<file path="src/rtl/temp_ascii_framer.sv">
// temp_ascii_framer: converts a signed 0.0001 degC magnitude into a
// fixed-width ASCII line and streams it byte by byte over valid/ready.
module temp_ascii_framer #(
  parameter bit EOL_EN = 1'b1
) (
  input  logic        clk,
  input  logic        rst_n,
  input  logic        temp_sign,
  input  logic [23:0] temp_out,
  input  logic        temp_out_vld,
  output logic [7:0]  tx_data,
  output logic        tx_vld,
  input  logic        tx_rdy,
  output logic        busy
);

  localparam logic [3:0] LAST = EOL_EN ? 4'd10 : 4'd8;
  localparam logic [23:0] MAX_MAG = 24'd9999999;

  typedef enum logic [1:0] {
    IDLE,
    CONV,
    SEND
  } state_t;

  state_t state, state_nxt;

  logic        pend_vld;
  logic        pend_sign;
  logic [23:0] pend_mag;

  logic        neg;
  logic        sat;
  logic [23:0] bin;
  logic [27:0] bcd;
  logic [4:0]  cnt;
  logic [3:0]  idx;

  logic        load;
  logic        ld_pend;
  logic        conv_done;
  logic        xfer;
  logic        ld_sign;
  logic [23:0] ld_mag;

  logic [27:0] bcd_adj;
  logic [51:0] dd_full;
  logic [3:0]  idx_n;
  logic [3:0]  dig_raw;
  logic [3:0]  dig;
  logic [7:0]  next_byte;

  assign busy      = (state != IDLE);
  assign xfer      = tx_vld & tx_rdy;
  assign conv_done = (state == CONV) && (cnt == 5'd23);
  assign ld_sign   = ld_pend ? pend_sign : temp_sign;
  assign ld_mag    = ld_pend ? pend_mag : temp_out;
  assign idx_n     = idx + 4'd1;

  always_comb begin
    state_nxt = state;
    load      = 1'b0;
    ld_pend   = 1'b0;
    unique case (state)
      IDLE: begin
        if (pend_vld) begin
          load      = 1'b1;
          ld_pend   = 1'b1;
          state_nxt = CONV;
        end else if (temp_out_vld) begin
          load      = 1'b1;
          state_nxt = CONV;
        end
      end
      CONV: begin
        if (cnt == 5'd23) state_nxt = SEND;
      end
      SEND: begin
        if (xfer && idx == LAST) state_nxt = IDLE;
      end
      default: state_nxt = IDLE;
    endcase
  end

  always_ff @(posedge clk or negedge rst_n) begin
    if (!rst_n) state <= IDLE;
    else        state <= state_nxt;
  end

  // One-deep buffer: a strobe that cannot load directly always lands here.
  always_ff @(posedge clk or negedge rst_n) begin
    if (!rst_n) begin
      pend_vld  <= 1'b0;
      pend_sign <= 1'b0;
      pend_mag  <= '0;
    end else if (temp_out_vld && (state != IDLE || ld_pend)) begin
      pend_vld  <= 1'b1;
      pend_sign <= temp_sign;
      pend_mag  <= temp_out;
    end else if (ld_pend) begin
      pend_vld  <= 1'b0;
    end
  end

  always_comb begin
    bcd_adj = '0;
    for (int i = 0; i < 7; i++) begin
      if (bcd[4*i +: 4] >= 4'd5)
        bcd_adj[4*i +: 4] = bcd[4*i +: 4] + 4'd3;
      else
        bcd_adj[4*i +: 4] = bcd[4*i +: 4];
    end
    dd_full = {bcd_adj, bin} << 1;
  end

  always_ff @(posedge clk or negedge rst_n) begin
    if (!rst_n) begin
      neg <= 1'b0;
      sat <= 1'b0;
      bin <= '0;
      bcd <= '0;
      cnt <= '0;
    end else if (load) begin
      neg <= ld_sign & (|ld_mag);
      sat <= (ld_mag > MAX_MAG);
      bin <= ld_mag;
      bcd <= '0;
      cnt <= '0;
    end else if (state == CONV) begin
      bcd <= dd_full[51:24];
      bin <= dd_full[23:0];
      cnt <= cnt + 5'd1;
    end
  end

  always_comb begin
    dig_raw   = 4'd0;
    next_byte = 8'h00;
    case (idx_n)
      4'd1:    dig_raw = bcd[27:24];
      4'd2:    dig_raw = bcd[23:20];
      4'd3:    dig_raw = bcd[19:16];
      4'd5:    dig_raw = bcd[15:12];
      4'd6:    dig_raw = bcd[11:8];
      4'd7:    dig_raw = bcd[7:4];
      4'd8:    dig_raw = bcd[3:0];
      default: dig_raw = 4'd0;
    endcase
    dig = sat ? 4'd9 : dig_raw;
    case (idx_n)
      4'd4:    next_byte = 8'h2E;
      4'd9:    next_byte = 8'h0D;
      4'd10:   next_byte = 8'h0A;
      default: next_byte = {4'h3, dig};
    endcase
  end

  // The sign byte is ready as the last shift lands; digits follow from final BCD.
  always_ff @(posedge clk or negedge rst_n) begin
    if (!rst_n) begin
      tx_vld  <= 1'b0;
      tx_data <= 8'h00;
      idx     <= '0;
    end else if (conv_done) begin
      tx_vld  <= 1'b1;
      tx_data <= neg ? 8'h2D : 8'h2B;
      idx     <= '0;
    end else if (xfer) begin
      if (idx == LAST) begin
        tx_vld <= 1'b0;
      end else begin
        idx     <= idx_n;
        tx_data <= next_byte;
      end
    end
  end

endmodule

</file>
<file path="config.mk">
export PLATFORM = sky130hd
export DESIGN_NAME = temp_ascii_framer
export DESIGN_NICKNAME = d
export VERILOG_FILES = /design/src/rtl/temp_ascii_framer.sv
export SDC_FILE = /design/constraint.sdc
export NUM_CORES = 1
export LEC_CHECK = 0
export ABC_AREA = 1
export CORE_ASPECT_RATIO = 0.9
export CORE_UTILIZATION = 30
export CTS_BUF_LIST = sky130_fd_sc_hd__clkbuf_8
export DETAILED_ROUTE_END_ITERATION = 10
export PLACE_DENSITY = 0.44
export SLEW_MARGIN = 20
export SYNTH_ARGS = -nofsm -noshare
export SYNTH_HDL_FRONTEND = slang
export SYNTH_SLANG_ARGS = --single-unit
</file>
<file path="constraint.sdc">
create_clock -name clk -period 2.2 [get_ports clk]
set_clock_uncertainty 0.15 [all_clocks]
set_input_delay 0.66 -clock clk [delete_from_list [all_inputs] [get_ports clk]]
set_output_delay 0.66 -clock clk [all_outputs]
set_load 0.005 [all_outputs]
</file>
### After elaboration in Yosys (flattened, before gate mapping)

Cells that the tools add are included.

| operators by class | value |
|---|---|
| add/subtract/negate cells | 9 |
| $lt $le $gt $ge | 8 |
| eq/ne operators | 18 |
| mux-type cells | 40 |
| bitwise logic cells | 2 |
| reduce and logical (&&, ||, !) cells | 14 |

Operators by type and width:

| cell | count |
|---|---|
| 24-bit two-way mux | 3 |
| 28-bit two-way mux | 2 |
| 4-bit two-way mux | 10 |
| 4-bit by 3-bit >= comparator with 1-bit output, second input constant | 7 |
| 4-bit one-hot mux with 7 select lines | 1 |
| 4-bit by 2-bit adder with 4-bit output, second input constant | 6 |
| 24-bit greater-than comparator, second input constant | 1 |
| 8-bit two-way mux | 3 |
| 24-bit OR reduction | 1 |
| 6-bit one-hot mux with 3 select lines | 1 |
| 4-bit by 3-bit == test with 1-bit output, second input constant | 4 |
| 4-bit == test, second input constant | 4 |
| 1-bit two-way mux | 11 |
| 5-bit two-way mux | 2 |
| 2-bit nonzero test | 5 |
| 4-bit by 2-bit == test with 1-bit output, second input constant | 2 |
| 2-bit two-way mux | 4 |
| 3-bit two-way mux | 2 |
| 2-bit one-hot mux with 3 select lines | 1 |
| 5-bit by 1-bit adder with 5-bit output, second input constant | 1 |
| 5-bit == test, second input constant | 1 |
| 4-bit by 1-bit adder with 4-bit output, second input constant | 1 |
| 4-bit by 1-bit == test with 1-bit output, second input constant | 1 |
| 2-bit != test, second input constant | 2 |
| other kinds (11) | 15 |

| word-level totals | value |
|---|---|
| flip-flop bits (word level) | 100 |
| input bits | 29 |
| output and inout bits | 10 |
| logic and storage cells | 103 |

### Longest topological paths before layout

| logic depth | value |
|---|---|
| depth in word-level cells | 8 |
| gate-level depth with buffers | 13 |
| depth with buffers taken out | 12 |

### Worst setup path before layout

OpenSTA, ideal clock, no wires.

| path | value |
|---|---|
| path kind | register to register |
| start | register idx[0] |
| end | register tx_data[2] |
| setup time | 0.116 ns |
| arrival time | 1.604 ns |
| data required time | 1.934 ns |
| slack | 0.329 ns |
| cell stages (with the launch flop) | 11 |
| buffers on the path | 0 |
| clock period less this slack | 1.871 ns |
| cells stage by stage | dfrtp_1 > ha_1 > xnor2_2 > nor2_1 > nand2_1 > nand3_1 > nor2_1 > nand2_1 > nand2_1 > nand2_1 > nand2_1 |

| between the ends | value |
|---|---|
| cells in the longest elaborated chain, start to end | 8 |
| elaborated cells on any way between the ends | 20 |
| classes of those cells | 1 x add/sub; 12 x eq/ne; 6 x mux; 1 x reduce/logical |

Ends and longest elaborated chain:

| what | line | source |
|---|---|---|
| start: declaration | 37 | `logic [3:0] idx;` |
| start signal: assignment | 172 | `idx <= idx_n;` |
| 4-bit by 1-bit adder with 4-bit output | 58 | `assign idx_n = idx + 4'd1;` |
| 4-bit == test (tied with other cells) | 139 | `case (idx_n)` |
| 4-bit one-hot mux with 7 select lines | 139 |  |
| 4-bit two-way mux | 149 | `dig = sat ? 4'd9 : dig_raw;` |
| 6-bit one-hot mux with 3 select lines | 150 | `case (idx_n)` |
| 8-bit two-way mux | 169 | `if (idx == LAST) begin` |
| 8-bit two-way mux | 168 | `end else if (xfer) begin` |
| 8-bit two-way mux | 164 | `end else if (conv_done) begin` |
| end signal: assignment | 166 | `tx_data <= neg ? 8'h2D : 8'h2B;` |
| end signal: assignment | 173 | `tx_data <= next_byte;` |
| end: declaration | 11 | `output logic [7:0] tx_data,` |

Several ways; a longest one is shown, not always the timed one. The select of a mux whose other input is x is not followed.
A chain may end at the register's enable or synchronous reset.

### Final worst setup path

| path | value |
|---|---|
| start | register tx_vld |
| end | output port tx_vld |

RTL lines:

| what | line | source |
|---|---|---|
| start: declaration | 12 | `output logic tx_vld,` |
| start signal: assignment | 161 | `tx_vld <= 1'b0;` |
| start signal: assignment | 165 | `tx_vld <= 1'b1;` |
| start signal: assignment | 170 | `tx_vld <= 1'b0;` |

No word-level cell between the ends.

==> impl_metrics.toml <==
[sta]
setup_viol = 0
min_period_over_period_pct = 95.7
grt_setup_unrepaired = "yes"
finalCriticalPeriod_ns = 2.11
final.setup.worst_slack_ns = 0.0949
fmax_mhz = 475
hold_viol = 0
final_max_slew_viol_count = 0
worstMarginPinSlew_ns = 0.811
relSlewSlack_pct = 45.8

[grt]
grt_pass1_wl_um = 25200
grt_max_degree = 38
grt_overflow = 0
first_global_vias = 4956
antenna_found_initial = 0
track_usage_pct = 16.2

[routing]
drtPass1Iterations = 5
route.detailed.drc = 0
ant_nets = 0
vias_per_cell = 4.79
routed-via-count = 5155
totalWireLength_um = 15100
wire_per_inst_um = 14.0
drt_iter0_markers = 320

[cts]
cts_htree_levels = 3
clk_pin_slew_ns = 0.09
ctsHoldBuffers = 0
cts.path.max_buffers = 2
cts_root_buf = "clkbuf_8"
numCtsBuffers = 9
cts_num_sinks = 98
cts_tree = "built"
insertion_delay_ns = 0.39

[synth]
synth.area.top_cells = "dfrtp_1 (43%), nand2_1 (13%), o21ai_0 (8.3%), inv_1 (6.7%), ha_1 (4.6%)"
synth_cells = 760
synth_compound_area_share_pct = 14.5
synth_ff_type = "dfrtp_1"
synth.area.mux_share_pct = 0.596
yosysMostFrequentCell = "nand2_1"
ys_top_cells_by_count = "nand2_1 (194), inv_1 (101), dfrtp_1 (98), o21ai_0 (94), nor2_1 (60)"
syn-cell-area_um2 = 5670
yosysSeqAreaShare_pct = 43.2
synth_top_area_share_pct = 43.2
synth_top_family_by_area = "simple AND/OR/NAND/NOR gates"
synth-async-reset-ratio_pct = 100
synth_area_per_cell_um2 = 7.46
synthAdderAreaFrac_pct = 4.63
yosysWarnings = 0
synth_seq_cells = 98
synth_xor_area_share_pct = 1.50
synth_top_area_cell = "dfrtp_1"
synthDistinctLibCells = 35
synthSimpleGateAreaFrac_pct = 26.0
synth_edf_count = 0

[finish]
antennaDiodeCount = 0
multiInputGateArea_um2 = 2730
ff_latch_area_um2 = 2450
layout.nets = 876
design_area_um2 = 6950
drive_gt1_share_pct = 11.1
syn2layout_area_growth_pct = 22.5
nFillCells = 1957

[die]
die_h_um = 132
core_um2 = 18500
pin_count = 39
start_util_pct = 30.7
die-width_um = 147
rows = 47
fp.dieArea_um2 = 19500

[critical_path]
r2r-start = "idx[0]$_DFFE_PN0P_"
crit_arrival_ns = 1.30
crit_buf_inv = 1
critPathTopFamily = "buffers and inverters"
rrSetupSlack_ns = 0.17
worstSetupStartpointType = "flop"
end_kind = "primary output"
worstPathCellList = "clkdlybuf4s50_1"
cp_slowest_stage_delay_ns = 0.51
slowest_stage = "clkdlybuf4s50_1"
r2r_cells = 11
reg2reg_to = "tx_data[2]$_DFFE_PN0P_"
worstPathMaxFanout = 4
required_ns = 1.39
path_class = "reg2out"

[place]
dp_hpwl_um = 11000
portBuffers = 36
gp_congestion = 0.803
placed_cell_area_um2 = 6680
post-place-ws_ns = -0.117

[pwr]
p_per_area_nw_per_um2 = 1340
ir_drop_v = 0.000471
leakagePower_nw = 3.44

[job]
max_cap_viol_count = 0

[run_status]
status = "finished, final reports clean"

[min_path]
hold_path_class = "in2async"
## flip-flops by register name, indices dropped and copies added, names as in the netlist
| name | flops |
|---|---|
| sat | 1 |
| pend_mag | 24 |
| neg | 1 |
| idx | 4 |
| pend_vld | 1 |
| bin | 24 |
| tx_vld | 1 |
| bcd | 28 |
| cnt | 5 |
| state | 2 |
| pend_sign | 1 |
| tx_data | 6 |
## cell families (layout without fill, tap and decap cells)
| logic type | count (synthesis) | count (layout) |
|---|---|---|
| multiplexers | 3 | 3 |
| flip-flops | 98 | 98 |
| XOR/XNOR | 8 | 8 |
| adder cells (fa/ha/maj) | 21 | 21 |
| other | 1 | 2 |
| AND/OR/NAND/NOR | 345 | 345 |
| AO/OA/AOI/OAI | 146 | 146 |
| buffers and inverters | 138 | 208 |
## report_power, final
group / total (mW) / switching [mW] / internal (mW)
sequential: 3.16 / 0.565 / 2.60
combinational: 4.85 / 2.87 / 1.98
clock: 1.27 / 0.690 / 0.583
## placed cells by master (no fill, tap or decap), types with 11 or more instances in the layout
master           instances
nor2_1                  58
nand2_1                191
nand4_1                 15
dfrtp_1                 98
o21ai_0                 94
o22ai_1                 12
nand3_1                 52
clkbuf_8                11
ha_1                    21
clkdlybuf4s50_1         34
nand3b_1                13
buf_4                   40
inv_1                  101
## worst max path at each step
stage                          from                 endpoint  cells after the start
3_5_place_dp           temp_out_vld  pend_mag[4]$_DFFE_PN0P_                      7
6_report         tx_vld$_DFFE_PN0P_                   tx_vld                      1
5_1_grt        state[1]$_DFFE_PN0P_       bin[5]$_DFFE_PN0P_                      6
4_1_cts        state[0]$_DFFE_PN0P_          neg$_DFFE_PN0P_                     12
3_3_place_gp           temp_out_vld       cnt[4]$_DFFE_PN0P_                      8
2_1_floorplan    idx[0]$_DFFE_PN0P_   tx_data[2]$_DFFE_PN0P_                     10
## through the flow
stage / TNS, ns / cells / hold slack [ns] / total power, mW / util (%)
final: 0 / 1076 / 0.0427 / 9.29 / 37.6
after global routing: -0.00707 / 1076 / 0.0556 / 10.2 / 37.6
after CTS: 0 / 1076 / 0.0457 / 9.32 / 37.4
after detailed placement: -3.88 / 1058 / 0.311 / 7.98 / 36.1
after global placement: -2.98 / 1058 / 0.311 / 7.89 / 36.1
after floorplan: 0 / 761 / 0.214 / 6.27 / -
## timing repair
item                                    CTS  global route
pin swaps                                 1             6
hold endpoints to repair                  0             0
resized for setup                         4            14
endpoints found under the setup margin    1             3
buffers inserted                          2             0
## per-layer routing
| metal | up-vias | share of wire [%] | GRT usage, % |
|---|---|---|---|
| li1 | 2600 | - | - |
| met3 | 17 | 2.9 | 2.90 |
| met2 | 79 | 44 | 24.1 |
| met5 | - | 0 | 0 |
| met4 | 0 | 1.3 | 5.04 |
| met1 | 2459 | 52 | 23.9 |
## cell type report
type / instances / area share [%]
Sequential cell: 98 / 35.3
Clock inverter: 5 / 0.775
Timing Repair Buffer: 87 / 12.4
Tap cell: 245 / 4.41
Multi-Input combinational cell: 525 / 39.3
Inverter: 105 / 5.67
Clock buffer: 11 / 2.18
Note: power is estimated with default switching activity, not from simulation.
